File: src/rtl/serial_subtractor.sv
// Multi-cycle subtractor: diff = a - b - bin over WIDTH bits, BITS_PER_CYCLE bits per clock, LSB slice first.
// Optional signed-overflow output ovf is enabled by defining SERIAL_SUBTRACTOR_OVF_EN.
module serial_subtractor #(
  parameter int WIDTH          = 8,
  parameter int BITS_PER_CYCLE = 1
) (
  input  logic             clk,
  input  logic             rst_n,
  input  logic             start,
  input  logic [WIDTH-1:0] a,
  input  logic [WIDTH-1:0] b,
  input  logic             bin,
  output logic             busy,
  output logic             done,
  output logic [WIDTH-1:0] diff,
  output logic             bout
`ifdef SERIAL_SUBTRACTOR_OVF_EN
  ,
  output logic             ovf
`endif
);

  localparam int N     = WIDTH / BITS_PER_CYCLE;
  localparam int CNT_W = (N > 1) ? $clog2(N) : 1;
  localparam logic [CNT_W-1:0] LAST       = CNT_W'(N - 1);
  localparam logic [WIDTH-1:0] SLICE_MASK = WIDTH'({BITS_PER_CYCLE{1'b1}});

  generate
    if (WIDTH < 2 || BITS_PER_CYCLE < 1 || (WIDTH % BITS_PER_CYCLE) != 0) begin : g_bad_params
      $error("serial_subtractor: WIDTH must be >= 2 and a multiple of BITS_PER_CYCLE");
    end
  endgenerate

  typedef enum logic {
    S_IDLE = 1'b0,
    S_RUN  = 1'b1
  } state_t;

  state_t             state_q, state_d;
  logic [WIDTH-1:0]   a_q, a_d;
  logic [WIDTH-1:0]   b_q, b_d;
  logic               br_q, br_d;
  logic [CNT_W-1:0]   cnt_q, cnt_d;
  logic [WIDTH-1:0]   diff_q, diff_d;
  logic               bout_q, bout_d;
  logic               busy_q, busy_d;
  logic               done_q, done_d;
`ifdef SERIAL_SUBTRACTOR_OVF_EN
  logic               ovf_q, ovf_d;
`endif

  // Slice datapath: the current slice of the captured operands, rippled through a
  // chain of full subtractors seeded by the registered borrow.
  int                        shamt;
  logic [BITS_PER_CYCLE-1:0] a_sl, b_sl, d_sl;
  logic                      ripple;
  logic [WIDTH-1:0]          diff_upd;

  always_comb begin
    shamt  = int'(cnt_q) * BITS_PER_CYCLE;
    a_sl   = BITS_PER_CYCLE'(a_q >> shamt);
    b_sl   = BITS_PER_CYCLE'(b_q >> shamt);
    d_sl   = '0;
    // NOTE: blocking assignments are intentional here; ripple must carry from bit i to bit i+1
    // within the same evaluation, which non-blocking updates would not do.
    ripple = br_q;
    for (int i = 0; i < BITS_PER_CYCLE; i++) begin
      d_sl[i] = a_sl[i] ^ b_sl[i] ^ ripple;
      ripple  = (~a_sl[i] & b_sl[i]) | (~(a_sl[i] ^ b_sl[i]) & ripple);
    end
    diff_upd = (diff_q & ~(SLICE_MASK << shamt)) | (WIDTH'(d_sl) << shamt);
  end

  always_comb begin
    // NOTE: every _d starts from its held value so no path through the case leaves one
    // unassigned, which would otherwise infer a latch.
    state_d = state_q;
    a_d     = a_q;
    b_d     = b_q;
    br_d    = br_q;
    cnt_d   = cnt_q;
    diff_d  = diff_q;
    bout_d  = bout_q;
    busy_d  = busy_q;
    done_d  = 1'b0;
`ifdef SERIAL_SUBTRACTOR_OVF_EN
    ovf_d   = ovf_q;
`endif
    case (state_q)
      S_IDLE: begin
        if (start) begin
          a_d     = a;
          b_d     = b;
          br_d    = bin;
          cnt_d   = '0;
          diff_d  = '0;
          busy_d  = 1'b1;
          state_d = S_RUN;
        end
      end
      S_RUN: begin
        diff_d = diff_upd;
        br_d   = ripple;
        cnt_d  = cnt_q + 1'b1;
        if (cnt_q == LAST) begin
          cnt_d   = '0;
          bout_d  = ripple;
          busy_d  = 1'b0;
          done_d  = 1'b1;
          state_d = S_IDLE;
`ifdef SERIAL_SUBTRACTOR_OVF_EN
          ovf_d   = (a_q[WIDTH-1] != b_q[WIDTH-1]) && (diff_upd[WIDTH-1] != a_q[WIDTH-1]);
`endif
        end
      end
      default: state_d = S_IDLE;
    endcase
  end

  // NOTE: operand registers are reset along with control so an aborted operation leaves
  // no stale data; they are plain flops, not a memory, so this costs nothing extra.
  always_ff @(posedge clk or negedge rst_n) begin
    if (!rst_n) begin
      state_q <= S_IDLE;
      a_q     <= '0;
      b_q     <= '0;
      br_q    <= 1'b0;
      cnt_q   <= '0;
      diff_q  <= '0;
      bout_q  <= 1'b0;
      busy_q  <= 1'b0;
      done_q  <= 1'b0;
`ifdef SERIAL_SUBTRACTOR_OVF_EN
      ovf_q   <= 1'b0;
`endif
    end else begin
      state_q <= state_d;
      a_q     <= a_d;
      b_q     <= b_d;
      br_q    <= br_d;
      cnt_q   <= cnt_d;
      diff_q  <= diff_d;
      bout_q  <= bout_d;
      busy_q  <= busy_d;
      done_q  <= done_d;
`ifdef SERIAL_SUBTRACTOR_OVF_EN
      ovf_q   <= ovf_d;
`endif
    end
  end

  assign busy = busy_q;
  assign done = done_q;
  assign diff = diff_q;
  assign bout = bout_q;
`ifdef SERIAL_SUBTRACTOR_OVF_EN
  assign ovf  = ovf_q;
`endif

endmodule

File: config.mk
export PLATFORM = sky130hd
export DESIGN_NAME = serial_subtractor
export DESIGN_NICKNAME = d
export VERILOG_FILES = /design/src/rtl/serial_subtractor.sv
export SDC_FILE = /design/constraint.sdc
export NUM_CORES = 1
export LEC_CHECK = 0
export ABC_AREA = 1
export BUFFER_PORTS_ARGS = -buffer_cell sky130_fd_sc_hd__buf_4
export CORE_MARGIN = 10
export CORE_UTILIZATION = 50
export DETAILED_ROUTE_END_ITERATION = 16
export PLACE_DENSITY_LB_ADDON = 0.15
export SLEW_MARGIN = 5
export SYNTH_ARGS = -nofsm -noshare
export SYNTH_HDL_FRONTEND = slang
export SYNTH_SLANG_ARGS = --single-unit
File: constraint.sdc
create_clock -name clk -period 2.6 [get_ports clk]
set_input_delay 0.52 -clock clk [delete_from_list [all_inputs] [get_ports clk]]
set_output_delay 0.52 -clock clk [all_outputs]
set_load 0.05 [all_outputs]
* Word level (Yosys, flattened, before mapping)
Cells that the tools add are included.
** Cells by class
- Bitwise gates (word level) :: 11
- Reductions and logical operators :: 3
- Eq/ne operators :: 3
- Add/sub/neg operators :: 1
- Multiplexer cells :: 15
- Shifts and indexed selects :: 4
** Operator list (count)
- $pmux 8 s2 :: 1
- $shr 8x3->1 :: 2
- $and 8x8->8 :: 1
- $mux 8 :: 1
- $not 8->8 :: 1
- $or 8x8->8 :: 1
- $shl 1x3->8 :: 1
- $shl 1x3->8 const A :: 1
- $mux 1 :: 7
- $mux 3 :: 2
- $pmux 1 s2 :: 3
- $pmux 3 s2 :: 1
- $reduce_and 2->1 :: 3
- $add 3x1->3 const B :: 1
- $eq 3x3->1 const B :: 1
- $not 1->1 :: 3
- $and 1x1->1 :: 2
- $ne 2x1->1 const B :: 1
- $ne 2x2->1 const B :: 1
- $xor 1x1->1 :: 2
- $or 1x1->1 :: 1
** Word-level totals
- Logic and storage cells :: 46
- Output and inout port bits :: 11
- Flip-flop bits (word level) :: 32

* Logic depth before layout (Yosys ltp)
- Word-level depth :: 6
- Mapped depth :: 11

* Worst setup path after synthesis
OpenSTA, ideal clock, no wires.
- Path type :: register -> register
- Start point :: register cnt_q[0]
- End point :: register diff_q[1] (netlist: diff[1])
- Buffers on the path :: 1
- Slack :: 0.797 ns
- Data arrival time :: 1.736 ns
- Required time :: 2.533 ns
- Cell stages (with the launch flop) :: 12
- Cells stage by stage :: dfrtp_1 > buf_6 > nand2_1 > nand3_1 > nand2_1 > nand2_1 > nand2_1 > fa_1 > inv_1 > nor3_2 > nand2_1 > nand2_1
** On the way
- Longest elaborated chain between the ends :: 6
** Ends and longest elaborated chain
- start, declared :: RTL line 43 : logic [CNT_W-1:0] cnt_q, cnt_d;
- start signal, assigned :: RTL line 141 : cnt_q <= cnt_d;
- $shr 8x3->1 (on tied branches) :: RTL line 61, 62
- $xor 1x1->1 (2 in a row) :: RTL line 68 : d_sl[i] = a_sl[i] ^ b_sl[i] ^ ripple;
- $shl 1x3->8 :: RTL line 71 : diff_upd = (diff_q & ~(SLICE_MASK << shamt)) | (WIDTH'(d_sl) << shamt);
- $or 8x8->8 * :: RTL line 71
- $pmux 8 s2 * :: RTL line 89 : case (state_q)
- end signal, assigned :: RTL line 142 : diff_q <= diff_d;
- end, declared :: RTL line 44 : logic [WIDTH-1:0] diff_q, diff_d;
Every way passes the cells marked *; elsewhere a longest branch is shown, timed or not.
A chain may end at the register's enable or synchronous reset.

* Worst setup path after layout
- Start point :: register cnt_q[0]
- End point :: register diff_q[2] (netlist: diff[2])
Same word-level chain as after synthesis.

==> flow_summary.ini <==
[status]
outcome = finished, final reports clean

[grt]
grt_pass1_vias = 1323
grt_overflow_total = 0
grt_first_pass_wirelength_microns = 5990
groute.usage.overall = 0.125
antenna_found_initial = 0
largest_net_degree_at_the_start_of_global_routing = 35

[clocking]
cts_max_path_buffers = 2
cts.repair.resized = 0
cts.sink_count = 32
cts.repair_timing.setup_buffer_count = 0
level_count_of_the_clock_h_tree = 2
postCtsHoldBufs = 0
tritoncts.num_buffers = 5
cts_tree = yes
worst_setup_hold_path_clk_slew_ps = 80
worst_skew_pair.late_latency_ps = 320
cts.root.buffer_cell = clkbuf_4

[critical_path]
maximum_cell_stage_delay_along_the_critical_path_ps = 680
cp_common_cell = nand2_1
worstPathMaxFanout = 16
crit_family = flip-flops
arrival_ps = 2470
worst_setup_path_start_kind = flop
worst-setup-path-type = reg -> reg
cp_num_buf_inv = 2
crit_chain = inv_2 -> nand2_1 -> nand3_1 -> nand3_1 -> nand2_1 -> fa_1 -> inv_1 -> nor3_2 -> nand2_1 -> nand2_1
critical_path.slowest_cell = dfrtp_1
critPathCaptureType = flop
critPathRequiredTime_ps = 2870

[final_layout]
final_util = 0.605
layout-area-overhead-vs-synth_pct = 15.7
nFillCells = 305
layout-drive-gt1-share = 0.192
layout.cell_area.non_filler_sq_mm = 0.00185
nNetsFinal = 243
n_diodes = 0

[synthesis]
leading_cell_type_by_number_of_instances_after_synthesis = nand2_1
synth_async_sr_flop_share = 1.00
post-synth-top-area-cell = dfrtp_1
ys_ff_latch = 32
synth_common_cells = nand2_1 (61), dfrtp_1 (32), inv_1 (27), o21ai_0 (19), nand3_1 (12)
flip_flop_cell_with_the_highest_count_after_synthesis = dfrtp_1
mappedNetlistArea_sq_mm = 0.00160
synthesis.yosys.warnings = 0
yosysTopAreaCellShare = 0.502
synth.area.top_cells = dfrtp_1 (50%), nand2_1 (14%), inv_1 (6.4%)
synth_cell_types = 16
syn_avg_cell_area_sq_um = 8.62
synth_enable_flop_cells = 0
syn-instance-count = 185
synth.net_count = 212
ys_seq_area_frac = 0.502

[timing]
timing.slew.headroom = 0.650
worst_clock_skew_ps = 1.25
final_max_slew_viol_count = 0
final-setup-viol-count = 0
finalSetupTns_ps = 0
final-hold-violation-count = 0
postLayoutSetupSlackWorst_ps = 398
rsz0062_at_grt = false
achievable-frequency_ghz = 0.454
min_period_over_period = 0.847
post-route-min-period_ps = 2200
timing_worst_slew_pin_value_ps = 525

[flow_run]
maxCapViolCount = 0

[die]
floorplan.io_pins = 31
die_w_microns = 76.5
design.core.area_sq_mm = 0.00305
floorplan.die.height_microns = 76.5
fp-row-count = 20
die-area_sq_mm = 0.00585
initial_core_util = 0.523

[pwr]
leakage_power_of_the_design_uw = 0.000987
cellPowerDensity_mw_per_mm2 = 1250
peakVddDrop_mv = 0.653

[detailed_routing]
viasPerCell = 4.95
dr.pass1.iters = 4
drt_first_iter_violations = 88
wl_microns = 3370
route.vias.total = 1277
final_antenna_net_count = 0
wire_per_inst_microns = 13.1
post-route-drc-count = 0

[placed_design]
placement_cell_area_sq_mm = 0.00181
post-place-ws_ps = 400
gp_congestion = 0.806
dpl.hpwl_microns = 2510
portBuffers = 30

[worst_hold_path]
hold_path.class = in -> async
final timing paths:
check                           slack, ps     start  endpoint  cells past startpoint
worst max-delay path                  400  cnt_q[0]   diff[2]                     10
max in group asynchronous            2190     rst_n    a_q[2]                      1
worst min-delay path                  120     rst_n    a_q[1]                      1
worst max register to register        400  cnt_q[0]   diff[2]                     10
min in group clk                      400      b[7]    b_q[7]                      3
worst min register to register        500      bout      bout                      2
stage by stage:
stage	std cells	power, uW	hold WS [ps]
finish	258	2300	118
global route	258	2540	139
CTS	258	2330	119
detailed placement	253	2090	481
global placement	253	2040	470
floorplan	185	1810	224
layer usage:
layer / track usage / part of all wire
met4: 0.0613 / 0.013
met5: 0 / 0
met1: 0.140 / 0.44
met2: 0.207 / 0.48
met3: 0.0389 / 0.060
cell families after synthesis:
group / share of synthesized area
AOI/OAI and AO/OA: 0.104
adders and majority gates: 0.0596
buffers and inverters: 0.111
DFF: 0.502
and+or+nand+nor: 0.224
report_power, final:
part / internal (uW) / leakage, uW / switching, uW
logic: 404 / 0.000566 / 796
registers: 712 / 0.000398 / 158
clock network: 90.1 / 0.0000230 / 144
worst register-to-register path: cells and delay by family, from the launching register on:
family,cells,cell delay [ps]
buffers and inverters,2,300
flip-flops,1,680
AND/OR/NAND/NOR,7,680
adder cells (fa/ha/maj),1,500
state kept, by name, indices dropped and copies added, names as in the netlist, 3 cells and up:
register,count
diff,8
a_q,8
cnt_q,3
b_q,8
placed cells by master (no fill, tap or decap):
cell type and instances:
buf_4 30, clkbuf_4 5, dfrtp_1 32, fa_1 1, ha_1 6, inv_1 27, inv_2 2, nand2_1 61
nand3_1 12, nor2_1 5, nor2_8 1, nor3_2 3, o211ai_1 6, o21ai_0 19, o21ai_1 2, o221ai_1 1
o22ai_1 1
area by class of cell:
cell class / count / area, sq um / area share
inverter: 29 / 109 / 0.0590
multi-input combinational: 118 / 618 / 0.335
tap: 44 / 55.1 / 0.0298
sequential: 32 / 801 / 0.434
timing repair buffer: 30 / 225 / 0.122
clock buffer: 5 / 37.5 / 0.0203
Note: power is estimated with default switching activity, not from simulation.
